<file path="config.mk">
export PLATFORM = sky130hd
export DESIGN_NAME = fetch_ctrl
export DESIGN_NICKNAME = d
export VERILOG_FILES = /design/src/rtl/fetch_ctrl_pkg.sv /design/src/rtl/fetch_skid.sv /design/src/rtl/fetch_ctrl.sv
export SDC_FILE = /design/constraint.sdc
export NUM_CORES = 1
export LEC_CHECK = 0
export ABC_AREA = 1
export CORE_ASPECT_RATIO = 1.1
export CORE_MARGIN = 10
export CORE_UTILIZATION = 25
export CTS_CLUSTER_DIAMETER = 50
export DETAILED_ROUTE_END_ITERATION = 10
export GPL_TIMING_DRIVEN = 1
export PLACE_DENSITY = 0.54
export SYNTH_ARGS = -nofsm -noshare
export SYNTH_HDL_FRONTEND = slang
export SYNTH_SLANG_ARGS = --single-unit
</file>
<file path="constraint.sdc">
create_clock -name clk -period 6.6 [get_ports clk]
set_clock_uncertainty 0.15 [all_clocks]
set_input_delay 1.65 -clock clk [delete_from_list [all_inputs] [get_ports clk]]
set_output_delay 1.65 -clock clk [all_outputs]
set_load 0.02 [all_outputs]
</file>
<file path="src/rtl/fetch_ctrl_pkg.sv">
// Shared types and widths for the instruction fetch controller.
package fetch_ctrl_pkg;

  localparam int unsigned INSTR_W = 16;
  localparam int unsigned IDX_W   = 32;

  typedef enum logic [1:0] {
    LOAD     = 2'd0,
    RUN      = 2'd1,
    REDIRECT = 2'd2
  } fetch_state_t;

endpackage

</file>
<file path="src/rtl/fetch_skid.sv">
// One-entry skid buffer catching a read that returns while the consumer stalls.
module fetch_skid
  import fetch_ctrl_pkg::*;
(
  input  logic               clk,
  input  logic               rst,
  input  logic               flush_i,
  input  logic               push_i,
  input  logic               pop_i,
  input  logic [INSTR_W-1:0] data_i,
  input  logic [IDX_W-1:0]   index_i,
  output logic               valid_o,
  output logic [INSTR_W-1:0] data_o,
  output logic [IDX_W-1:0]   index_o
);

  logic               valid_q;
  logic [INSTR_W-1:0] data_q;
  logic [IDX_W-1:0]   index_q;

  always_ff @(posedge clk or posedge rst) begin
    if (rst) begin
      valid_q <= 1'b0;
      data_q  <= '0;
      index_q <= '0;
    end else if (flush_i) begin
      valid_q <= 1'b0;
    end else if (push_i) begin
      valid_q <= 1'b1;
      data_q  <= data_i;
      index_q <= index_i;
    end else if (pop_i) begin
      valid_q <= 1'b0;
    end
  end

  assign valid_o = valid_q;
  assign data_o  = data_q;
  assign index_o = index_q;

endmodule

</file>
<file path="src/rtl/fetch_ctrl.sv">
// Fetch controller: loader writes into the ICache, then sequential fetch with
// stall handling, branch redirect and a one-entry skid buffer.
module fetch_ctrl
  import fetch_ctrl_pkg::*;
#(
  parameter logic [IDX_W-1:0] RESET_INDEX = '0
) (
  input  logic               clk,
  input  logic               rst,
  input  logic               ld_valid,
  output logic               ld_ready,
  input  logic [IDX_W-1:0]   ld_index,
  input  logic [INSTR_W-1:0] ld_instr,
  input  logic               boot_done,
  input  logic               stall,
  input  logic               branch_valid,
  input  logic [IDX_W-1:0]   branch_delta,
  output logic               ic_not_enable,
  output logic               ic_write_enable,
  output logic [IDX_W-1:0]   ic_write_index,
  output logic [INSTR_W-1:0] ic_write_instruction,
  output logic [IDX_W-1:0]   ic_index,
  input  logic [INSTR_W-1:0] ic_data,
  output logic               instr_valid,
  output logic [INSTR_W-1:0] instr,
  output logic [IDX_W-1:0]   instr_index
);

  fetch_state_t       state_q;
  logic [IDX_W-1:0]   pc_q;
  logic               inflight_q;
  logic [IDX_W-1:0]   inflight_idx_q;
  logic               instr_valid_q;
  logic [INSTR_W-1:0] instr_q;
  logic [IDX_W-1:0]   instr_index_q;

  logic               wr;
  logic               br_take;
  logic               hold;
  logic               issue;
  logic               skid_valid;
  logic [INSTR_W-1:0] skid_data;
  logic [IDX_W-1:0]   skid_index;

  assign wr      = ld_valid & ~rst;
  assign br_take = branch_valid & instr_valid_q;
  assign hold    = stall & instr_valid_q & ~br_take;
  // A read is never issued in a branch cycle: its target pc is not known yet.
  assign issue   = (state_q != LOAD) & ~wr & ~stall & ~skid_valid & ~br_take;

  fetch_skid u_skid (
    .clk     (clk),
    .rst     (rst),
    .flush_i (br_take),
    .push_i  (hold & inflight_q),
    .pop_i   (~hold & ~br_take),
    .data_i  (ic_data),
    .index_i (inflight_idx_q),
    .valid_o (skid_valid),
    .data_o  (skid_data),
    .index_o (skid_index)
  );

  always_ff @(posedge clk or posedge rst) begin
    if (rst) begin
      state_q        <= LOAD;
      pc_q           <= RESET_INDEX;
      inflight_q     <= 1'b0;
      inflight_idx_q <= '0;
      instr_valid_q  <= 1'b0;
      instr_q        <= '0;
      instr_index_q  <= '0;
    end else begin
      inflight_q <= issue;
      if (issue) inflight_idx_q <= pc_q;

      if (br_take)    pc_q <= instr_index_q + branch_delta;
      else if (issue) pc_q <= pc_q + IDX_W'(1);

      unique case (state_q)
        LOAD:     if (boot_done && !ld_valid) state_q <= RUN;
        RUN:      if (br_take) state_q <= REDIRECT;
        REDIRECT: if (issue) state_q <= RUN;
        default:  state_q <= LOAD;
      endcase

      // Skid entry is older than any in-flight read, so it drains first.
      if (br_take) begin
        instr_valid_q <= 1'b0;
      end else if (!hold) begin
        if (skid_valid) begin
          instr_valid_q <= 1'b1;
          instr_q       <= skid_data;
          instr_index_q <= skid_index;
        end else if (inflight_q) begin
          instr_valid_q <= 1'b1;
          instr_q       <= ic_data;
          instr_index_q <= inflight_idx_q;
        end else begin
          instr_valid_q <= 1'b0;
        end
      end
    end
  end

  assign ld_ready             = wr;
  assign ic_write_enable      = wr;
  assign ic_write_index       = ld_index;
  assign ic_write_instruction = ld_instr;
  assign ic_not_enable        = ~issue;
  assign ic_index             = pc_q;
  assign instr_valid          = instr_valid_q;
  assign instr                = instr_q;
  assign instr_index          = instr_index_q;

endmodule

</file>
==> metrics.csv <==
stage;metric;value;unit
detailed_routing;dr.first_iter.drc_count;838;
placed_design;place_ws;1.36;ns
sta;fin_crit;5.22;ns
cells_and_area;syn_to_final_growth;19.3;%
critical_path;critPathRequiredTime;4.80;ns
global_routing;first_global_vias;9515;
synth;synth_top_area_share;40.1;%
worst_hold_path;hold_class;reg2reg;
clock_tree;cts-root-buf;clkbuf_16;
cells_and_area;fillerInstances;4449;
placed_design;place_congestion;0.939;
synth;yosys_register_bits;165;
clock_tree;cts_hold_buffers;0;
run;maxCapViolCount;0;
power;irDropWorstVdd;0.000197;V
detailed_routing;dr.max_layer_used;met4;
clock_tree;clock_latency;0.44;ns
cells_and_area;fin_area;12300;sq um
synth;ys.flop_type;dfrtp_1;
sta;worstMarginPinSlew;0.881;ns
synth;async_reset_ff_share;100;%
placed_design;place_area;11800;sq um
sta;rsz0062_at_grt;false;
sta;final.setup.worst_slack;1.38;ns
floorplanning;ios;234;
detailed_routing;met1_length;15300;um
global_routing;track_usage;14.2;%
detailed_routing;drc;0;
sta;hold_viol;0;
global_routing;grt_first_pass_wirelength;54100;um
critical_path;crit_chain;clkdlybuf4s50_1 > nor2_1 > nor4_4 > buf_4 > nand2_2 > clkdlybuf4s50_1;
synth;syn_inst;1472;
cells_and_area;diodes;0;
sta;slew_headroom;41.3;%
detailed_routing;via_count;9453;
critical_path;reg2reg_depth;7;
clock_tree;numCtsBuffers;17;
clock_tree;cts_resized;0;
critical_path;cp-end-kind;output port;
critical_path;critPathMaxFanout;8;
synth;syn_area_per_cell;7.00;sq um
clock_tree;cts_tree;built;
sta;slew_violations;0;
floorplanning;num_rows;77;
placed_design;dp_hpwl;26700;um
detailed_routing;routed-wl-met3;1540;um
global_routing;antenna_found_initial;0;
synth;yosysUniqueCellTypes;38;
cells_and_area;drive_gt1_share;4.45;%
critical_path;reg2reg_slack;3.55;ns
critical_path;endpoint;ic_not_enable;
critical_path;cp_data_arrival_time;3.42;ns
floorplanning;dieWidth;214;um
floorplanning;die-area;49800;sq um
detailed_routing;ant_nets;0;
synth;synth_most_common_cell;nand2_1;
critical_path;worstSetupStartpointType;input port;
global_routing;grt-ovfl-total;0;
detailed_routing;dr.pass1.iters;6;
synth;synth.cell_area;10300;sq um
critical_path;path_class;in2out;
critical_path;cp_common_cell;clkdlybuf4s50_1;
clock_tree;cts.path.max_buffers;2;
clock_tree;cts.reportedPaths.clkPinSlew;0.06;ns
sta;timing.fmax;191;MHz
sta;fin_setup_tns;0;ns
detailed_routing;met2WireLength;16800;um
synth;post-synth-top-area-cell;dfrtp_1;
floorplanning;start_util;25.5;%
synth;yosys-top-cells-area;dfrtp_1 (40%), nand2_1 (17%), o21ai_0 (8.6%), inv_1 (7.2%), ha_1 (3.9%);
clock_tree;clock-sinks;165;
critical_path;crit_path_start;rst;
critical_path;cp_slowest_cell;clkdlybuf4s50_1;
floorplanning;coreArea;40500;sq um
clock_tree;htree_levels;4;
detailed_routing;post_drt_wl_per_cell;16.8;um
synth;synth_nets;1607;
outcome;outcome;finished clean;
worst_hold_path;whs_path_depth;2;
critical_path;critical_path.max_stage_delay;0.62;ns
synth;synth-edff-count;0;
power;pwr_density_cell;474;nW/um^2
synth;ys_seq_area_share;40.1;%
detailed_routing;finalWirelength;34600;um
power;p_leak;6.13;nW
placed_design;io_buffers;137;
synth;synth_common_cells;nand2_1 (475), inv_1 (197), o21ai_0 (178), dfrtp_1 (165), nor2_1 (78);
sta;finalCritPeriodShare;79.1;%
global_routing;grt_max_degree;97;
cells_and_area;post-route-util;30.4;%
sta;finalSetupViolCount;0;
critical_path;r2r-end;instr_index[25];
synth;yosys_warnings;0;
cells_and_area;final_nets;1674;
detailed_routing;viasPerCell;4.58;
clock_tree;post_cts_buffers;0;
floorplanning;die_y;233;um
critical_path;crit-reg2reg-launch;instr_valid;
-- routing by layer --
| layer | track usage [%] | vias up |
|---|---|---|
| li1 | - | 4758 |
| met1 | 17.3 | 4426 |
| met2 | 24.1 | 214 |
| met3 | 2.50 | 55 |
| met4 | 5.65 | 0 |
| met5 | 0 | - |
-- per-stage QoR --
stage | hold WS [ns] | power, mW | instances
floorplan | 0.298 | 3.77 | 1472
global placement | 0.310 | 4.92 | 2033
detailed placement | 0.318 | 4.96 | 2033
CTS | 0.334 | 5.89 | 2065
global route | 0.346 | 6.35 | 2065
finish | 0.331 | 5.82 | 2065
-- worst max-delay path: cells and delay by family --
family,cells,cell delay (ns)
simple gates,3,0.47
buf+inv,3,1.29
-- state kept, by name, summed over array words and instances (netlist names), 2 cells and up --
register / count
instr: 16
inflight_idx_q: 32
state_q: 2
ic_index: 32
u_skid.data_o: 16
instr_index: 32
u_skid.index_o: 32
-- cells in the final DEF (no fill, tap or decap), types with 2 or more instances in the layout --
cell / Yosys / final
nor3_1: 26 / 26
nand2_1: 475 / 474
clkinvlp_4: 0 / 3
clkinv_2: 0 / 8
inv_2: 8 / 10
clkbuf_16: 0 / 17
and2_1: 2 / 2
o21bai_1: 3 / 3
a22oi_1: 4 / 4
a21oi_1: 44 / 44
nand2_2: 6 / 7
o21ai_1: 36 / 36
nor2_2: 2 / 2
dfrtp_1: 165 / 165
nand3_1: 63 / 63
nand4_1: 8 / 8
nand3b_1: 5 / 5
a31oi_1: 8 / 8
buf_4: 50 / 8
nor2_4: 4 / 4
ha_1: 32 / 32
inv_1: 197 / 194
nor2_1: 78 / 78
xnor2_1: 3 / 3
xor2_1: 12 / 12
inv_6: 0 / 2
nor3b_1: 2 / 2
clkdlybuf4s50_1: 0 / 137
o21ai_0: 178 / 178
o221ai_1: 3 / 3
clkinv_4: 0 / 2
a211oi_1: 3 / 3
-- final cells by class --
class,count,area (sq um),area share [%]
Sequential cell,165,4130,33.6
Clock inverter,14,88.8,0.722
Inverter,205,774,6.30
Clock buffer,18,429,3.49
Tap cell,513,642,5.22
Multi-Input combinational cell,1005,4800,39.1
Timing Repair Buffer,145,1430,11.6
-- where the power goes --
part           switching (mW)  leakage (nW)  total, mW  internal, mW
logic                    1.87          3.82       2.98          1.11
registers               0.475          2.05       1.95          1.47
clock network           0.417         0.255      0.893         0.476
total                    2.77          6.13       5.82          3.06
-- logic make-up after synthesis --
logic type | synth area share, %
buffers and inverters | 13.4
XOR/XNOR | 1.27
adder cells (fa/ha/maj) | 4.08
flip-flops | 40.1
AO/OA/AOI/OAI | 14.1
AND/OR/NAND/NOR | 27.1
-- worst min path at each step --
stage	start	to	slack, ns
2_1_floorplan	u_skid.data_o[0]	u_skid.data_o[0]	0.30
3_3_place_gp	u_skid.index_o[6]	u_skid.index_o[6]	0.31
3_5_place_dp	u_skid.index_o[3]	u_skid.index_o[3]	0.32
4_1_cts	u_skid.index_o[24]	u_skid.index_o[24]	0.33
5_1_grt	u_skid.index_o[5]	u_skid.index_o[5]	0.35
6_report	u_skid.data_o[6]	u_skid.data_o[6]	0.33
No activity file was read; power rests on OpenSTA's default activity.
==> RTL edit 1 (same flow settings) <==
Re-encode `fetch_state_t` (3 states) as one-hot, 3 bits wide.
--- a/src/rtl/fetch_ctrl_pkg.sv
+++ b/src/rtl/fetch_ctrl_pkg.sv
@@ -4,10 +4,10 @@
   localparam int unsigned INSTR_W = 16;
   localparam int unsigned IDX_W   = 32;
 
-  typedef enum logic [1:0] {
-    LOAD     = 2'd0,
-    RUN      = 2'd1,
-    REDIRECT = 2'd2
+  typedef enum logic [2:0] {
+    LOAD     = 3'b001,
+    RUN      = 3'b010,
+    REDIRECT = 3'b100
   } fetch_state_t;
 
 endpackage
Check against the original RTL: no difference found for any inputs over 4 cycles, from zero or initial values and one cycle with rst high; so few cycles prove little.
==> RTL edit 1 against the original RTL <==
  * Area after synthesis up 1.5%
  * Routed wire length down 0.58%
  * Final area up 3.1%
  * Maximum frequency down 7.8%
  * Power up 5.2%
  * Combinational power up 4%
  * Setup slack worse by 0.44 ns
  * Sequential cell count up 1
  * Critical path type unchanged
  * Highest routed layer unchanged
==> RTL edit 1: results (changes against the original RTL) <==
largest net degree at the start of global routing: 108 (+11%)
overall routed net length: 34400 um (-0.58%)
share of layout cells above drive strength 1: 0.0555 (+0.0111)
P_leak: 6.21 nW (+1.3%)
vias in the first global route: 9196 (-3.4%)
Post-synth top cells: nand2_1 (552), inv_1 (181), dfrtp_1 (165), o21ai_0 (145), nor2_1 (82)
CP max stage cell: clkdlybuf4s50_1
overall routing resource usage: 0.136 (-0.00524)
CTS buffer count: 17 (unchanged)
top post-synthesis cells by area: dfrtp_1 (39%), nand2_1 (20%), o21ai_0 (6.9%)
global-route wire length before repair: 53900 um (-0.42%)
Antenna Cells: 0 (unchanged)
most common flop cell mapped by yosys: dfrtp_1
CP max FO: 13 (+5)
fill count: 4455 (+0.13%)
Detailed Place HPWL: 25700 um (-3.7%)
status: complete, no violations
Via density: 4.45 (-2.8%)
hold slack: 0.321 ns (-0.00994 ns)
post-synth cell types: 46 (+21%)
Initial DRC Count: 636 (-24%)
R2R setup slack: 3.90 ns (+0.35 ns)
nets@finish: 1707 (+2.0%)
Post-DP Area: 12000 sq um (+2.3%)
Mapped Nets: 1642 (+2.2%)
sw power: 0.00286 W (+3.2%)
met2 usage in global routing: 0.229 (-0.0119)
Peak VDD IR: 0.223 mV (+14%)
CP peak stage delay: 0.67 ns (+0.05 ns)
setup bufs post-CTS: 0 (unchanged)
register area share after synthesis: 0.397 (-0.00348)
area grow syn2layout: 21.2%
Slew HR: 0.280 (-0.132)
met3 Resource Use GR: 0.0284 (+0.00336)
GR Util met1: 0.168 (-0.00502)
final RePlAce weighted congestion: 0.904 (-3.7%)
## RTL edit 1: cell families (layout without fill, tap and decap cells)
family          Yosys count  in the layout  share of synthesized area
simple gates            773            773                      0.311
flops                   166            166                      0.397
xor+xnor                  8              8                    0.00670
buf+inv                 291            369                      0.125
fa+ha+maj                33             33                     0.0402
compound gates          236            236                      0.120
## RTL edit 1: stage by stage
step	total power, W	setup slack [ns]	std cells
2_1_floorplan	0.00385	0.312	1507
3_3_place_gp	0.00500	0.991	2113
3_5_place_dp	0.00505	0.927	2113
4_1_cts	0.00621	0.925	2145
5_1_grt	0.00667	0.801	2145
6_report	0.00613	0.933	2145
## RTL edit 1: tightest hold or removal path, delay by kind of cell (launching register included)
kind             cells  cell delay [ns]
flip-flops           1             0.35
AND/OR/NAND/NOR      2             0.09
## RTL edit 1: area by class of cell
class / count / area share
timing repair buffer: 145 / 0.114
multi-input combinational: 1050 / 0.396
clock buffer: 17 / 0.0335
clock inverter: 15 / 0.0169
sequential: 166 / 0.328
inverter: 192 / 0.0572
tap: 560 / 0.0552
## RTL edit 1: routing by layer
| metal | vias to the layer above | share of wire |
|---|---|---|
| met5 | - | 0 |
| met4 | 0 | 0.021 |
| met3 | 35 | 0.055 |
| met2 | 234 | 0.48 |
| met1 | 4443 | 0.45 |
| li1 | 4833 | - |
## RTL edit 1: power by group through the flow
stage | clock [W] | sequential, W | combinational, W
CTS | 0.00115 | 0.00194 | 0.00312
detailed placement | 0 | 0.00195 | 0.00310
floorplan | 0 | 0.00207 | 0.00177
finish | 0.00111 | 0.00193 | 0.00309
global placement | 0 | 0.00193 | 0.00307
global route | 0.00118 | 0.00200 | 0.00348
## RTL edit 1: final timing paths
path,startpoint,to,cells after the start
max,rst,ic_not_enable,7
min,instr[6]$_DFFE_PP0P_,instr[6]$_DFFE_PP0P_,2
max reg2reg,u_skid.valid_o$_DFFE_PP0P_,ic_index[10]$_DFFE_PP0P_,7
min reg2reg,instr[6]$_DFFE_PP0P_,instr[6]$_DFFE_PP0P_,2
max in group asynchronous,rst,instr[0]$_DFFE_PP0P_,3
min in group asynchronous,rst,state_q[2]$_DFFE_PP0P_,2
==> RTL edit 2 (config.mk and constraints unchanged) <==
Without the edit above. The package constant `IDX_W` goes from 32 to 64.
--- a/src/rtl/fetch_ctrl_pkg.sv
+++ b/src/rtl/fetch_ctrl_pkg.sv
@@ -2,7 +2,7 @@
 package fetch_ctrl_pkg;
 
   localparam int unsigned INSTR_W = 16;
-  localparam int unsigned IDX_W   = 32;
+  localparam int unsigned IDX_W   = 64;
 
   typedef enum logic [1:0] {
     LOAD     = 2'd0,
Interface: changed (5 resized); port bits go from 234 to 394. No check against the original RTL was run, so the function may have changed too.
==> RTL edit 2 against the original RTL <==
  * Sequential cell count grew 128
  * Setup slack lost 0.18 ns
  * Power grew 100%
  * Area after synthesis grew 91%
  * Cell count grew 99%
  * Synthesized cell count grew 99%
  * Routed wire length grew 120%
  * Final area grew 94%
  * Critical path type unchanged
==> RTL edit 2: results (changes against the original RTL) <==
status: complete, no violations
post-synth cell types: 46 (+21%)
Post-DP Area: 22500 sq um (+91%)
P_leak: 11.7 nW (+91%)
final RePlAce weighted congestion: 0.969 (+3.1%)
Post-Synth Adder-Cell Area: 0.0417 (+0.000949)
Mapped Nets: 3161 (+97%)
Skew-Pair Late Insertion Delay: 0.58 ns (+0.14 ns)
post-CTS sizing: 0 (unchanged)
Post-synth top cells: nand2_1 (931), inv_1 (390), o21ai_0 (368), dfrtp_1 (293), nor2_1 (225)
Initial DRC Count: 1467 (+75%)
setup bufs post-CTS: 0 (unchanged)
Hold Startpoint: u_skid.index_o[1]$_DFFE_PP0P_
Detailed Place HPWL: 59400 um (+120%)
WHS Endpoint: u_skid.index_o[1]$_DFFE_PP0P_
Max Root-Sink Buffers: 3 (+1)
overall routing resource usage: 0.164 (+0.0223)
CP max FO: 11 (+3)
port bufs: 233 (+70%)
WL/cell: 18.4 um (+10%)
largest net degree at the start of global routing: 108 (+11%)
non-filler cells, final: 4110 (+99%)
vias in the first global route: 18.4k (+94%)
share of layout cells above drive strength 1: 0.0364 (-0.00804)
Cells after DPL: 4040 (+99%)
FF-to-FF path depth: 13 (+6)
CP peak stage delay: 0.71 ns (+0.09 ns)
Synth Warn #: 0 (unchanged)
R2R setup slack: 3.49 ns (-0.06 ns)
global-route wire length before repair: 114000 um (+110%)
CTS buffer count: 42 (+25)
H-tree depth: 2 (-2)
Least-Margin Pin Slew: 1.16 ns (+0.283 ns)
Peak VDD IR: 0.202 mV (+2.5%)
worst reg2reg path startpoint: instr_index[0]$_DFFE_PP0P_
register area share after synthesis: 0.373 (-0.0278)
Post-Synthesis Cells: 2930 (+99%)
CP max stage cell: clkdlybuf4s50_1
Synth Area in Compound Gates: 0.143 (+0.00154)
FF-to-FF End: ic_index[30]$_DFFE_PP0P_
top post-synthesis cells by area: dfrtp_1 (37%), nand2_1 (18%), o21ai_0 (9.4%)
Arr. time, crit path: 3.60 ns (+0.18 ns)
Post-Synth XOR/XNOR Area: 0.0183 (+0.00551)
DRT Pass-1 Iters: 5 (-1)
hold slack: 0.326 ns (-0.00528 ns)
nets@finish: 3280 (+96%)
via count: 19.0k (+100%)
-- RTL edit 2: report_power, final --
part,leakage [nW],switching (W),internal [W],total [W]
Combinational,7.41,0.00386,0.00213,0.00599
Clock,0.660,0.000868,0.00138,0.00225
Sequential,3.62,0.000923,0.00262,0.00354
-- RTL edit 2: layer usage --
metal	GRT usage	vias up	wire length, um
li1	-	9520	-
met1	0.205	8776	32400
met2	0.268	541	35000
met3	0.0344	175	5110
met4	0.0732	0	3200
met5	0	-	0
-- RTL edit 2: layout make-up --
cell class | count | area (sq um)
sequential | 293 | 7330
fill | 8363 | 54000
timing repair buffer | 247 | 2470
clock buffer | 52 | 1100
tap | 1035 | 1290
clock inverter | 18 | 263
inverter | 394 | 1490
multi-input combinational | 2071 | 9880
-- RTL edit 2: how the worst max path moves through the flow --
stage / slack (ns) / from / to
finish: 1.20 / rst / ic_not_enable
global route: 1.08 / rst / ic_not_enable
CTS: 1.17 / rst / ic_not_enable
detailed placement: 1.17 / rst / ic_not_enable
global placement: 1.19 / ld_valid / ic_not_enable
floorplan: 0.91 / rst / ic_index[0]$_DFFE_PP0P_
-- RTL edit 2: logic make-up (layout without fill, tap and decap cells) --
kind of cell | count (synthesis) | in the layout
AO/OA/AOI/OAI | 539 | 539
XOR/XNOR | 41 | 41
AND/OR/NAND/NOR | 1426 | 1426
adder cells (fa/ha/maj) | 65 | 65
buffers and inverters | 566 | 711
flip-flops | 293 | 293
-- RTL edit 2: metrics by stage --
stage,setup slack (ns),util
6_report,1.20,0.306
5_1_grt,1.08,0.306
4_1_cts,1.17,0.306
3_5_place_dp,1.17,0.289
3_3_place_gp,1.19,0.289
2_1_floorplan,0.911,-
-- RTL edit 2: critical path: cells and delay by family --
family                 cells  cell delay [ns]
buffers and inverters      3             1.53
AND/OR/NAND/NOR            4             0.42
